==> src/rtl/dmem_arbiter.sv <==
// rtl/dmem_arbiter.sv - data memory arbiter between the CPU M stage and a debug/loader port
// The CPU owns the memory by default; a starved DBG port is given a bounded forced window.
module dmem_arbiter #(
  parameter int ADDR_WIDTH   = 8,
  parameter int DATA_WIDTH   = 32,
  parameter int STARVE_LIMIT = 4,
  parameter int DBG_QUOTA    = 2,
  parameter int CNT_WIDTH    = 16
) (
  input  logic                  clk,
  input  logic                  reset,
  input  logic                  cpu_req,
  input  logic                  cpu_we,
  input  logic [ADDR_WIDTH-1:0] cpu_addr,
  input  logic [DATA_WIDTH-1:0] cpu_wd,
  output logic [DATA_WIDTH-1:0] cpu_rd,
  output logic                  cpu_stall,
  input  logic                  dbg_req,
  input  logic                  dbg_we,
  input  logic [ADDR_WIDTH-1:0] dbg_addr,
  input  logic [DATA_WIDTH-1:0] dbg_wd,
  output logic                  dbg_gnt,
  output logic                  dbg_rvalid,
  output logic [DATA_WIDTH-1:0] dbg_rdata,
  output logic                  mem_we,
  output logic [ADDR_WIDTH-1:0] mem_addr,
  output logic [DATA_WIDTH-1:0] mem_wd,
  input  logic [DATA_WIDTH-1:0] mem_rd,
  output logic [CNT_WIDTH-1:0]  stall_count
);

  localparam logic [0:0] CPU_PRI   = 1'b0;
  localparam logic [0:0] DBG_FORCE = 1'b1;

  localparam int SW = $clog2(STARVE_LIMIT + 1);
  localparam int QW = $clog2(DBG_QUOTA + 1);
  localparam logic [SW-1:0] STARVE_LAST = SW'(STARVE_LIMIT - 1);
  localparam logic [QW-1:0] QUOTA_LAST  = QW'(DBG_QUOTA - 1);

  logic [0:0]    state;
  logic [SW-1:0] starve_cnt;
  logic [QW-1:0] quota_cnt;
  logic          gnt_cpu;

  assign cpu_rd = mem_rd;

  // Grants are suppressed during reset so nothing reaches memory in a reset cycle.
  always_comb begin
    gnt_cpu = 1'b0;
    dbg_gnt = 1'b0;
    if (!reset) begin
      if (state == CPU_PRI) begin
        gnt_cpu = cpu_req;
        dbg_gnt = dbg_req & ~cpu_req;
      end else begin
        dbg_gnt = dbg_req;
        gnt_cpu = cpu_req & ~dbg_req;
      end
    end
    cpu_stall = cpu_req & ~gnt_cpu & ~reset;
    mem_we    = (gnt_cpu & cpu_we) | (dbg_gnt & dbg_we);
    mem_addr  = dbg_gnt ? dbg_addr : cpu_addr;
    mem_wd    = dbg_gnt ? dbg_wd : cpu_wd;
  end

  always_ff @(posedge clk) begin
    if (reset) begin
      state       <= CPU_PRI;
      starve_cnt  <= '0;
      quota_cnt   <= '0;
      dbg_rvalid  <= 1'b0;
      dbg_rdata   <= '0;
      stall_count <= '0;
    end else begin
      dbg_rvalid <= dbg_gnt & ~dbg_we;
      if (dbg_gnt && !dbg_we) begin
        dbg_rdata <= mem_rd;
      end
      if (cpu_stall && (stall_count != {CNT_WIDTH{1'b1}})) begin
        stall_count <= stall_count + CNT_WIDTH'(1);
      end

      if (state == CPU_PRI) begin
        if (!dbg_req || dbg_gnt) begin
          starve_cnt <= '0;
        end else if (cpu_req) begin
          if (starve_cnt == STARVE_LAST) begin
            state      <= DBG_FORCE;
            starve_cnt <= '0;
            quota_cnt  <= '0;
          end else begin
            starve_cnt <= starve_cnt + SW'(1);
          end
        end
      end else begin
        // The window closes early if DBG goes idle, so a stale window cannot stall the CPU.
        if (!dbg_req || (dbg_gnt && (quota_cnt == QUOTA_LAST))) begin
          state      <= CPU_PRI;
          starve_cnt <= '0;
          quota_cnt  <= '0;
        end else if (dbg_gnt) begin
          quota_cnt <= quota_cnt + QW'(1);
        end
      end
    end
  end

endmodule

==> config.mk <==
export PLATFORM = sky130hd
export DESIGN_NAME = dmem_arbiter
export DESIGN_NICKNAME = d
export VERILOG_FILES = /design/src/rtl/dmem_arbiter.sv
export SDC_FILE = /design/constraint.sdc
export NUM_CORES = 1
export LEC_CHECK = 0
export BUFFER_PORTS_ARGS = -buffer_cell sky130_fd_sc_hd__buf_2
export CORE_AREA = 2 2 94 96
export DETAILED_ROUTE_END_ITERATION = 8
export DIE_AREA = 0 0 96 98
export GPL_TIMING_DRIVEN = 0
export PLACE_DENSITY = 0.77
export SLEW_MARGIN = 0
export SYNTH_ARGS = -nofsm -noshare
export SYNTH_HDL_FRONTEND = slang
export SYNTH_SLANG_ARGS = --single-unit
==> constraint.sdc <==
create_clock -name clk -period 5.7 [get_ports clk]
set_clock_uncertainty 0.1 [all_clocks]
set_input_delay 1.425 -clock clk [delete_from_list [all_inputs] [get_ports clk]]
set_output_delay 1.425 -clock clk [all_outputs]
set_load 0.1 [all_outputs]
==> results.yml <==
critical_path:
  cp.arrival_ps: 3060
  path_cells: "buf_2 -> clkbuf_1 -> clkbuf_1 -> buf_6 -> buf_6 -> a21oi_1 -> buf_2"
  critical_path_buf_inv_count: 6
  crit_family: "buffers and inverters"
  critPathMaxStageDelay_ps: 440
  path_class: "in -> out"
  endpoint_kind: "output port"
  start_kind: "input port"
  crit_path_max_fanout: 10
  critical_path_required_ps: 4180
  reg2reg_setup_slack_ps: 3660
  crit_slowest_cell: "clkbuf_1"
cts:
  cts_setup_buffers: 0
  clock_latency_ps: 310
  htreeDepth: 2
  cts.sinks: 55
  root_buffer: "clkbuf_8"
  hold_buffers: 0
  cts_buffers: 5
  cts_max_path_buffers: 2
  cts_tree: "done"
  path_clk_slew_ps: 110
  ctsResizeCount: 0
placement:
  dpl.hpwl_um: 8240
  gp_congestion: 0.864
  place.port_buffers: 240
  pre_cts_ws_ps: 1050
synthesis:
  ys_types: 39
  synth_fp_nets: 441
  yosysWarningCount: 0
  synth_top_area_cell: "dfxtp_1"
  synth_top_area_frac: 0.346
  ys_top_cells_by_area: "dfxtp_1 (35%), mux2_2 (26%), buf_4 (8.5%), nor2b_1 (7.1%), a21oi_1 (3.0%)"
  async_flop_share: 0
  ys_ff_latch: 55
  synth_ff_type: "dfxtp_1"
  synth_most_common_cell: "mux2_2"
  synth_seq_area_share: 0.346
  postSynthAreaPerCell_um2: 9.93
  synth_cells: 320
  synth_edf_count: 0
  netlist_area_um2: 3180
  netlist_top_cells_count: "mux2_2 (73), dfxtp_1 (55), buf_4 (36), nor2b_1 (36), a21oi_1 (19)"
timing:
  setup-violations-final: 0
  fin_ws_ps: 1120
  tightestPinTransition_ps: 512
  setup_tns_ps: 0
  finalMaxSlewViolations: 0
  slew_headroom: 0.661
  fmax_mhz: 218
  fin_crit_sh: 0.804
  hold_violations: 0
  rsz0062_at_grt: "false"
  min_period_ps: 4580
global_route:
  track_usage: 0.200
  grt_start_max_net_pins: 18
  grt_overflow_total: 0
  antenna_found_initial: 0
  grt_pass1_vias: 3171
  grt_pass1_wl_um: 15000
drt:
  ant_nets: 0
  vias: 3268
  avgViaCountPerCell: 4.83
  first_iter_violations: 119
  wl_per_cell_um: 14.6
  first_pass_iters: 4
  drc: 0
  drt_wl_total_um: 9880
layout:
  insertedDiodeCount: 0
  drive_above_1_share: 0.660
  finalNetCount: 688
  n_fill_cell: 791
  synthToLayoutAreaGrowth_pct: 45.9
pwr:
  p_per_area_nw_per_um2: 247
  vdd_drop_max_uv: 167
  leakage_uw: 0.00234
floorplan:
  core_um2: 8470
  start_util: 0.375
  die_h_um: 98
  rows: 34
  dieArea_um2: 9410
  ios: 242
  die_w_um: 96
run_status:
  status: "finished clean"
min_path:
  worstHoldPathType: "reg -> reg"
flow_run:
  cap_violations: 0
==> final timing paths <==
kind                                      from              to  cells past startpoint
worst max-delay path                     reset          mem_we                      7
worst min register to register   starve_cnt[2]   starve_cnt[2]                      2
worst min-delay path             starve_cnt[2]   starve_cnt[2]                      2
worst max register to register  stall_count[0]  stall_count[1]                      6
==> report_power, final <==
part,switching [µW],internal (µW),total [µW]
registers,3.76,393,397
logic,372,102,474
clock network,129,145,273
==> cells by family (layout without fill, tap and decap cells) <==
kind of cell | after synthesis | in the layout | synth area share
xor+xnor | 1 | 1 | 0.00276
fa+ha+maj | 3 | 3 | 0.0118
flops | 55 | 55 | 0.346
mux | 74 | 74 | 0.263
compound gates | 36 | 36 | 0.0650
simple gates | 96 | 96 | 0.193
buf+inv | 55 | 303 | 0.118
==> cell type report <==
| class | instances | area (µm²) | share of cell area |
|---|---|---|---|
| clock inverters | 2 | 38.8 | 0.00837 |
| clock buffers | 6 | 82.6 | 0.0178 |
| inverters | 7 | 31.3 | 0.00675 |
| repair buffers | 240 | 1200 | 0.259 |
| plain buffers | 48 | 343 | 0.0740 |
| well taps | 108 | 135 | 0.0291 |
| multi-input cells | 210 | 1700 | 0.367 |
| flip-flops and latches | 55 | 1100 | 0.238 |
==> cells in the final DEF, fill, tap and decap left out, types with 4 or more instances in the layout <==
cell | synthesis | final
nand4_1 | 8 | 8
inv_1 | 5 | 5
o21ai_0 | 7 | 7
o31ai_1 | 4 | 4
or3_1 | 7 | 7
mux2_2 | 73 | 73
nor2_1 | 5 | 5
a21oi_1 | 19 | 19
clkbuf_8 | 0 | 6
dfxtp_1 | 55 | 55
buf_2 | 4 | 244
clkbuf_1 | 5 | 5
or4_1 | 5 | 5
buf_4 | 36 | 36
nand2_1 | 8 | 8
nor2b_1 | 36 | 36
nand3_1 | 11 | 11
==> per-stage QoR <==
stage	std cells	utilization	instance area, µm²	total power [µW]	hold slack, ps
2_1_floorplan	320	-	3180	786	312
3_3_place_gp	668	0.533	4510	878	321
3_5_place_dp	668	0.533	4510	881	330
4_1_cts	676	0.548	4640	1160	347
5_1_grt	676	0.548	4640	1190	389
6_report	676	0.548	4640	1140	345
==> worst min-delay path, delay by kind of cell, from the launching register on <==
kind | cells | cell delay [ps]
DFF | 1 | 330
and+or+nand+nor | 1 | 50
AOI/OAI and AO/OA | 1 | 30
==> routing by layer <==
metal	track usage	up-vias	part of all wire	routed length, µm
li1	-	1598	-	-
met1	0.229	1530	0.39	3850
met2	0.373	130	0.53	5190
met3	0.0355	10	0.070	691
met4	0.0538	0	0.016	155
met5	0	-	0	0
==> flip-flops by register name, indices dropped and copies added (netlist names) <==
name         count
dbg_rdata       32
stall_count     16
starve_cnt       3
quota_cnt        2
dbg_rvalid       1
state            1
Note: power is estimated with default switching activity, not from simulation.
